`src/rtl/seg7_pkg.sv`:
```
// seg7_pkg: shared constants, segment bit order and hex decode helpers for the 7-segment scanner.
package seg7_pkg;

    localparam int         SEG7_DIGITS = 8;
    localparam logic [7:0] SEG_BLANK   = 8'h00;

    // Bit positions within seg_out, {dp,g,f,e,d,c,b,a}
    typedef enum logic [2:0] {
        SEG_A  = 3'd0,
        SEG_B  = 3'd1,
        SEG_C  = 3'd2,
        SEG_D  = 3'd3,
        SEG_E  = 3'd4,
        SEG_F  = 3'd5,
        SEG_G  = 3'd6,
        SEG_DP = 3'd7
    } seg_bit_e;

    function automatic logic [6:0] hex2seg(input logic [3:0] n);
        logic [6:0] s;
        case (n)
            4'h0: s = 7'h3F;
            4'h1: s = 7'h06;
            4'h2: s = 7'h5B;
            4'h3: s = 7'h4F;
            4'h4: s = 7'h66;
            4'h5: s = 7'h6D;
            4'h6: s = 7'h7D;
            4'h7: s = 7'h07;
            4'h8: s = 7'h7F;
            4'h9: s = 7'h6F;
            4'hA: s = 7'h77;
            4'hB: s = 7'h7C;
            4'hC: s = 7'h39;
            4'hD: s = 7'h5E;
            4'hE: s = 7'h79;
            default: s = 7'h71;
        endcase
        return s;
    endfunction

    // Digit i is a leading zero when nibbles i..7 are all zero; digit 0 and dp digits stay lit.
    function automatic logic [7:0] lz_mask(input logic [31:0] num, input logic [7:0] dp);
        logic [7:0] m;
        logic       z;
        m = '0;
        z = 1'b1;
        for (int i = SEG7_DIGITS - 1; i > 0; i--) begin
            z    = z & (num[4*i +: 4] == 4'h0);
            m[i] = z & ~dp[i];
        end
        return m;
    endfunction

endpackage

```
`src/rtl/seg7_hex_decode.sv`:
```
// seg7_hex_decode: combinational nibble to active-high gfedcba segment pattern.
module seg7_hex_decode
    import seg7_pkg::*;
(
    input  logic [3:0] nib_i,
    output logic [6:0] seg_o
);

    always_comb seg_o = hex2seg(nib_i);

endmodule

```
`src/rtl/seg7_scan_ctrl.sv`:
```
// seg7_scan_ctrl: 8-digit multiplexed 7-segment scanner with frame-synchronous input shadowing.
// Optional leading-zero blanking is enabled by defining SEG7_LZB_EN.
module seg7_scan_ctrl
    import seg7_pkg::*;
#(
    parameter int DIV_W      = 16,
    parameter bit ACTIVE_LOW = 1'b1,
    parameter int BLINK_BIT  = 4
) (
    input  logic        clk,
    input  logic        clrn,
    input  logic [31:0] disp_num,
    input  logic [7:0]  dp_in,
    input  logic [7:0]  digit_en,
    input  logic [7:0]  blink_en,
    output logic [7:0]  seg_out,
    output logic [7:0]  an_out,
    output logic        frame_sync
);

    localparam logic [7:0] POL = ACTIVE_LOW ? 8'hFF : 8'h00;

    logic [DIV_W-1:0] cnt_q, cnt_d;
    logic [2:0]       idx_q, idx_d;
    logic [7:0]       fcnt_q, fcnt_d;
    logic [31:0]      num_s_q;
    logic [7:0]       dp_s_q, en_s_q, bl_s_q;
    logic [7:0]       an_q, an_d, seg_q, seg_d;
    logic             fs_q;
    logic             tick, frame_end, blank, lz_blank;
    logic [3:0]       nib;
    logic [6:0]       pat;

    assign tick      = &cnt_q;
    assign frame_end = tick & (idx_q == 3'(SEG7_DIGITS - 1));

    always_comb begin
        cnt_d  = cnt_q + 1'b1;
        idx_d  = tick ? idx_q + 3'd1 : idx_q;
        fcnt_d = frame_end ? fcnt_q + 8'd1 : fcnt_q;
    end

    assign nib = num_s_q[{idx_q, 2'b00} +: 4];

    seg7_hex_decode u_dec (
        .nib_i (nib),
        .seg_o (pat)
    );

`ifdef SEG7_LZB_EN
    logic [7:0] lz_q;
    always_ff @(posedge clk or negedge clrn) begin
        if (!clrn)
            lz_q <= '0;
        else if (frame_end)
            lz_q <= lz_mask(disp_num, dp_in);
    end
    assign lz_blank = lz_q[idx_q];
`else
    assign lz_blank = 1'b0;
`endif

    // Last cycle of each slot is dark so the anode switch never shows the previous digit.
    always_comb begin
        blank = ~en_s_q[idx_q] | (bl_s_q[idx_q] & fcnt_q[BLINK_BIT]) | tick | lz_blank;
        seg_d = (blank ? SEG_BLANK : {dp_s_q[idx_q], pat}) ^ POL;
        an_d  = (blank ? 8'h00 : 8'h01 << idx_q) ^ POL;
    end

    always_ff @(posedge clk or negedge clrn) begin
        if (!clrn) begin
            cnt_q   <= '0;
            idx_q   <= '0;
            fcnt_q  <= '0;
            num_s_q <= '0;
            dp_s_q  <= '0;
            en_s_q  <= '0;
            bl_s_q  <= '0;
            an_q    <= POL;
            seg_q   <= POL;
            fs_q    <= 1'b0;
        end else begin
            cnt_q  <= cnt_d;
            idx_q  <= idx_d;
            fcnt_q <= fcnt_d;
            an_q   <= an_d;
            seg_q  <= seg_d;
            fs_q   <= frame_end;
            if (frame_end) begin
                num_s_q <= disp_num;
                dp_s_q  <= dp_in;
                en_s_q  <= digit_en;
                bl_s_q  <= blink_en;
            end
        end
    end

    assign seg_out    = seg_q;
    assign an_out     = an_q;
    assign frame_sync = fs_q;

endmodule

```
`config.mk`:
```
export PLATFORM = sky130hd
export DESIGN_NAME = seg7_scan_ctrl
export DESIGN_NICKNAME = d
export VERILOG_FILES = /design/src/rtl/seg7_pkg.sv /design/src/rtl/seg7_hex_decode.sv /design/src/rtl/seg7_scan_ctrl.sv
export SDC_FILE = /design/constraint.sdc
export NUM_CORES = 1
export LEC_CHECK = 0
export CAP_MARGIN = 20
export CORE_MARGIN = 2
export CORE_UTILIZATION = 53
export CTS_CLUSTER_SIZE = 40
export DETAILED_ROUTE_END_ITERATION = 8
export PLACE_DENSITY = 0.8
export SLEW_MARGIN = 10
export SYNTH_ARGS = -nofsm -noshare
export SYNTH_HDL_FRONTEND = slang
export SYNTH_SLANG_ARGS = --single-unit
```
`constraint.sdc`:
```
create_clock -name clk -period 2.7 [get_ports clk]
set_input_delay 0.27 -clock clk [delete_from_list [all_inputs] [get_ports clk]]
set_output_delay 0.27 -clock clk [all_outputs]
set_load 0.005 [all_outputs]
```
==> run summary <==
TritonCTS built the clock tree. The number of nets handed over by synthesis was 387. The dominant cell by count in the synthesized netlist is sky130_fd_sc_hd__dfrtp_1. Of the synthesized area, sequential elements account for 54.9%. After clock tree synthesis, the clock-pin slew on the worst setup and hold paths is 100 ps. The H-tree was split into 3 levels. After detailed routing, the average wire length per cell comes to 16.5 um.

The area growth from synthesis to layout is 23.3%. The maximum clock insertion buffer count is 2. The total buffers and inverters traversed by the critical path came out at 1. For this block, the routed nets add up to 8.32 mm of wire. In this run, CTS created clock tree buffers numbering 9.

The worst path uses 87.8% of the clock period. The synthesized area divided by synthesized cell count came out at 14.2 sq um. The pin count of the biggest net entering global routing came out at 52. After synthesis, the cell types taking the most area are sky130_fd_sc_hd__dfrtp_1 45%, sky130_fd_sc_hd__mux2_2 11%, sky130_fd_sc_hd__dfstp_2 9.4%. The signal on the critical path passes through mux4_2, nor2_1, or2_1, inv_1, ha_1, mux2_1, nor2_1, o21ai_1. The maximum resistive drop on vdd is 304 uV.

In the final design database the tool counted 466 nets. The worst hold path belongs to the class input pin to async pin. The aggregate global routing overflow is 0. The transition time of the tightest slew-check pin is 642 ps. The worst stage delay on the critical path came out at 590 ps. The most used flip-flop cell after synthesis is sky130_fd_sc_hd__dfrtp_1.

The data arrival time of the worst path came out at 2640 ps. The area of all placed cells without fillers is 5500 sq um. The final critical-path setup slack is 328 ps. The via count of the first global-routing pass is 2858.

The worst path required time came out at 2970 ps. The post-route netlist has 27.8% of its cells at a drive strength greater than 1. By instance count, the cell type seen most on the critical path is sky130_fd_sc_hd__nor2_1. The area share of the largest cell type after synthesis is 45.4%.

The most area-hungry cell type in the Yosys netlist is sky130_fd_sc_hd__dfrtp_1. The aggregate global-route resource usage is 20.1%. The number of pins exceeding their max-slew limit in the final report was 0.

The flow ran to the end, and the final reports show no timing, DRC or antenna violations. In this run the cell area of the synthesized design comes to 4460 sq um. The average via count per standard cell came out at 5.37.

The clock skew is 14.7 ps. The number of iterations in the first detailed-routing pass is 4. The count of endpoints failing hold in the final timing report is 0. The number of clock sinks seen by CTS is 97.

Buffers placed on the I/O ports in this run total 74. The count of filler cells inserted in the layout is 584. The worst slack at placement is 316 ps. The Yosys step of the flow raised 0 warnings. In this design, the largest share of critical-path delay is due to multiplexers.

The congestion estimate from routability-driven global placement came to 0.828. After synthesis, the most frequently instantiated cells are 81 x sky130_fd_sc_hd__dfrtp_1, 43 x sky130_fd_sc_hd__mux2_2, 20 x sky130_fd_sc_hd__nand2_1. The post-synthesis cell count is 315. The total negative slack is 0 ps. The total power draw came out at 2650 uW. Measured against its own limit, the worst slew margin works out to 57.2%. The setup violation total in the final timing report is 0. Timing would allow up to 422 MHz. The wire length of the first global-routing pass came out at 13.8 mm. The total area of multi-input combinational cells came out at 1850 sq um.

The root buffer cell chosen for the clock tree is sky130_fd_sc_hd__clkbuf_8. The critical path in this run is classified as register to register. The async set or reset register ratio after synthesis came out at 100%. The clock latency at the later pin of the worst-skew pair came out at 360 ps. Setup repair after global routing left no endpoint under its margin. The worst-path maximum fanout came out at 8. The cell leakage power came out at 0.00237 uW. The remaining routing DRC violations came out at 0. The effective utilization at floorplan is 54.6%.

The violation count after the first detailed-routing iteration is 94. The number of nets with antenna violations after routing is 0. The top-level port count came out at 75. Summing all flip-flop and latch instances after layout gives 2450 sq um. The die height came out at 95.8 um.

The total via count in the routed design came out at 2708. The number of enable-type register cells in the synthesized netlist came out at 0. The full die area is 9170 sq um. The slowest stage of the critical path is the sky130_fd_sc_hd__dfrtp_1 cell. The total placed instance area came out at 5320 sq um. Power spread over the standard cell area amounts to 481 nW/um^2.

The final critical delay including setup and external delays is 2370 ps. The number of antenna repair diodes came out at 0. The number of distinct library cells after synthesis came out at 43. The initialized floorplan defines 33 standard-cell rows.

The initial antenna violation count is 0. STA classifies the critical path endpoint as a register. The register bit total from synthesis came out at 97.

The width of the die is 95.8 um. STA classifies the critical path startpoint as a register. The detailed placement HPWL is 6.21 mm.

The area inside the core boundary came out at 8180 sq um. Across the run, the number of max-cap violations was 0.
-- power breakdown --
part | total (uW) | switching, uW | leakage (uW) | internal, uW
combinational | 256 | 95.0 | 0.00113 | 161
clock | 847 | 510 | 0.0000827 | 337
sequential | 1540 | 28.3 | 0.00116 | 1520
-- state kept, by name (all words and copies together) (netlist names) --
signal,count
bl_s_q,8
an_out,8
idx_q,3
num_s_q,32
seg_out,8
dp_s_q,8
frame_sync,1
fcnt_q,5
en_s_q,8
cnt_q,16
-- final timing paths --
kind	cells after the start	endpoint	slack [ps]	start
min in group clk	1	cnt_q[10]	470	cnt_q[10]
max in group asynchronous	3	bl_s_q[3]	1570	clrn
max	8	seg_out[3]	330	idx_q[0]
min	2	num_s_q[12]	470	clrn
min reg2reg	1	cnt_q[10]	470	cnt_q[10]
max reg2reg	8	seg_out[3]	330	idx_q[0]
-- what timing repair did --
action                                  4_1_cts  5_1_grt
buffers inserted                              0        0
endpoints found under the setup margin        0        0
gates resized for setup                       0        0
hold buffers                                  1        0
hold endpoints to repair                     34        0
-- metrics by stage --
step	instances	hold slack (ps)	utilization, %
after floorplan	315	-25.6	-
after global placement	487	327	65.1
after detailed placement	487	340	65.1
after CTS	504	475	67.3
after global routing	504	487	67.3
final	504	467	67.3
-- area by class of cell --
| cell class | instances | area share, % |
|---|---|---|
| flip-flops and latches | 97 | 44.5 |
| multi-input cells | 191 | 33.7 |
| repair buffers | 85 | 15.7 |
| well taps | 105 | 2.39 |
| clock buffers | 10 | 2.32 |
| clock inverters | 6 | 0.773 |
| inverters | 10 | 0.682 |
-- logic make-up after synthesis --
logic type	synth area share, %
mux	22.5
flops	54.9
compound gates	3.31
simple gates	8.02
xor+xnor	3.73
fa+ha+maj	3.93
buf+inv	3.62
-- metal layers --
layer  track usage, %  routed length [um]  share of wire, %  vias up
li1                 -                   -                 -     1259
met1             27.2                3920                47     1373
met2             32.1                3970                48       64
met3             3.92                 282               3.4       12
met4             7.98                 144               1.7        0
met5                0                   0                 0        -
-- cell usage in the layout (no fill, tap or decap), types with 3 or more instances in the layout --
cell type,Yosys,final
sky130_fd_sc_hd__dfrtp_1,81,81
sky130_fd_sc_hd__nor3b_1,4,4
sky130_fd_sc_hd__and3_1,3,3
sky130_fd_sc_hd__clkdlybuf4s50_1,0,73
sky130_fd_sc_hd__xor2_1,7,7
sky130_fd_sc_hd__buf_4,3,8
sky130_fd_sc_hd__nor2_1,9,9
sky130_fd_sc_hd__o211ai_2,3,3
sky130_fd_sc_hd__mux2i_1,8,8
sky130_fd_sc_hd__clkbuf_8,0,9
sky130_fd_sc_hd__a21oi_1,3,3
sky130_fd_sc_hd__dfstp_2,16,16
sky130_fd_sc_hd__nand3_2,3,3
sky130_fd_sc_hd__mux4_2,11,11
sky130_fd_sc_hd__mux2_1,16,16
sky130_fd_sc_hd__mux2_2,43,43
sky130_fd_sc_hd__nand3_1,7,7
sky130_fd_sc_hd__xnor2_1,12,12
sky130_fd_sc_hd__nand2_1,20,20
sky130_fd_sc_hd__inv_1,9,9
sky130_fd_sc_hd__nor3_1,3,3
sky130_fd_sc_hd__buf_12,0,3
sky130_fd_sc_hd__ha_1,14,14
(Power assumes the default switching activity.)
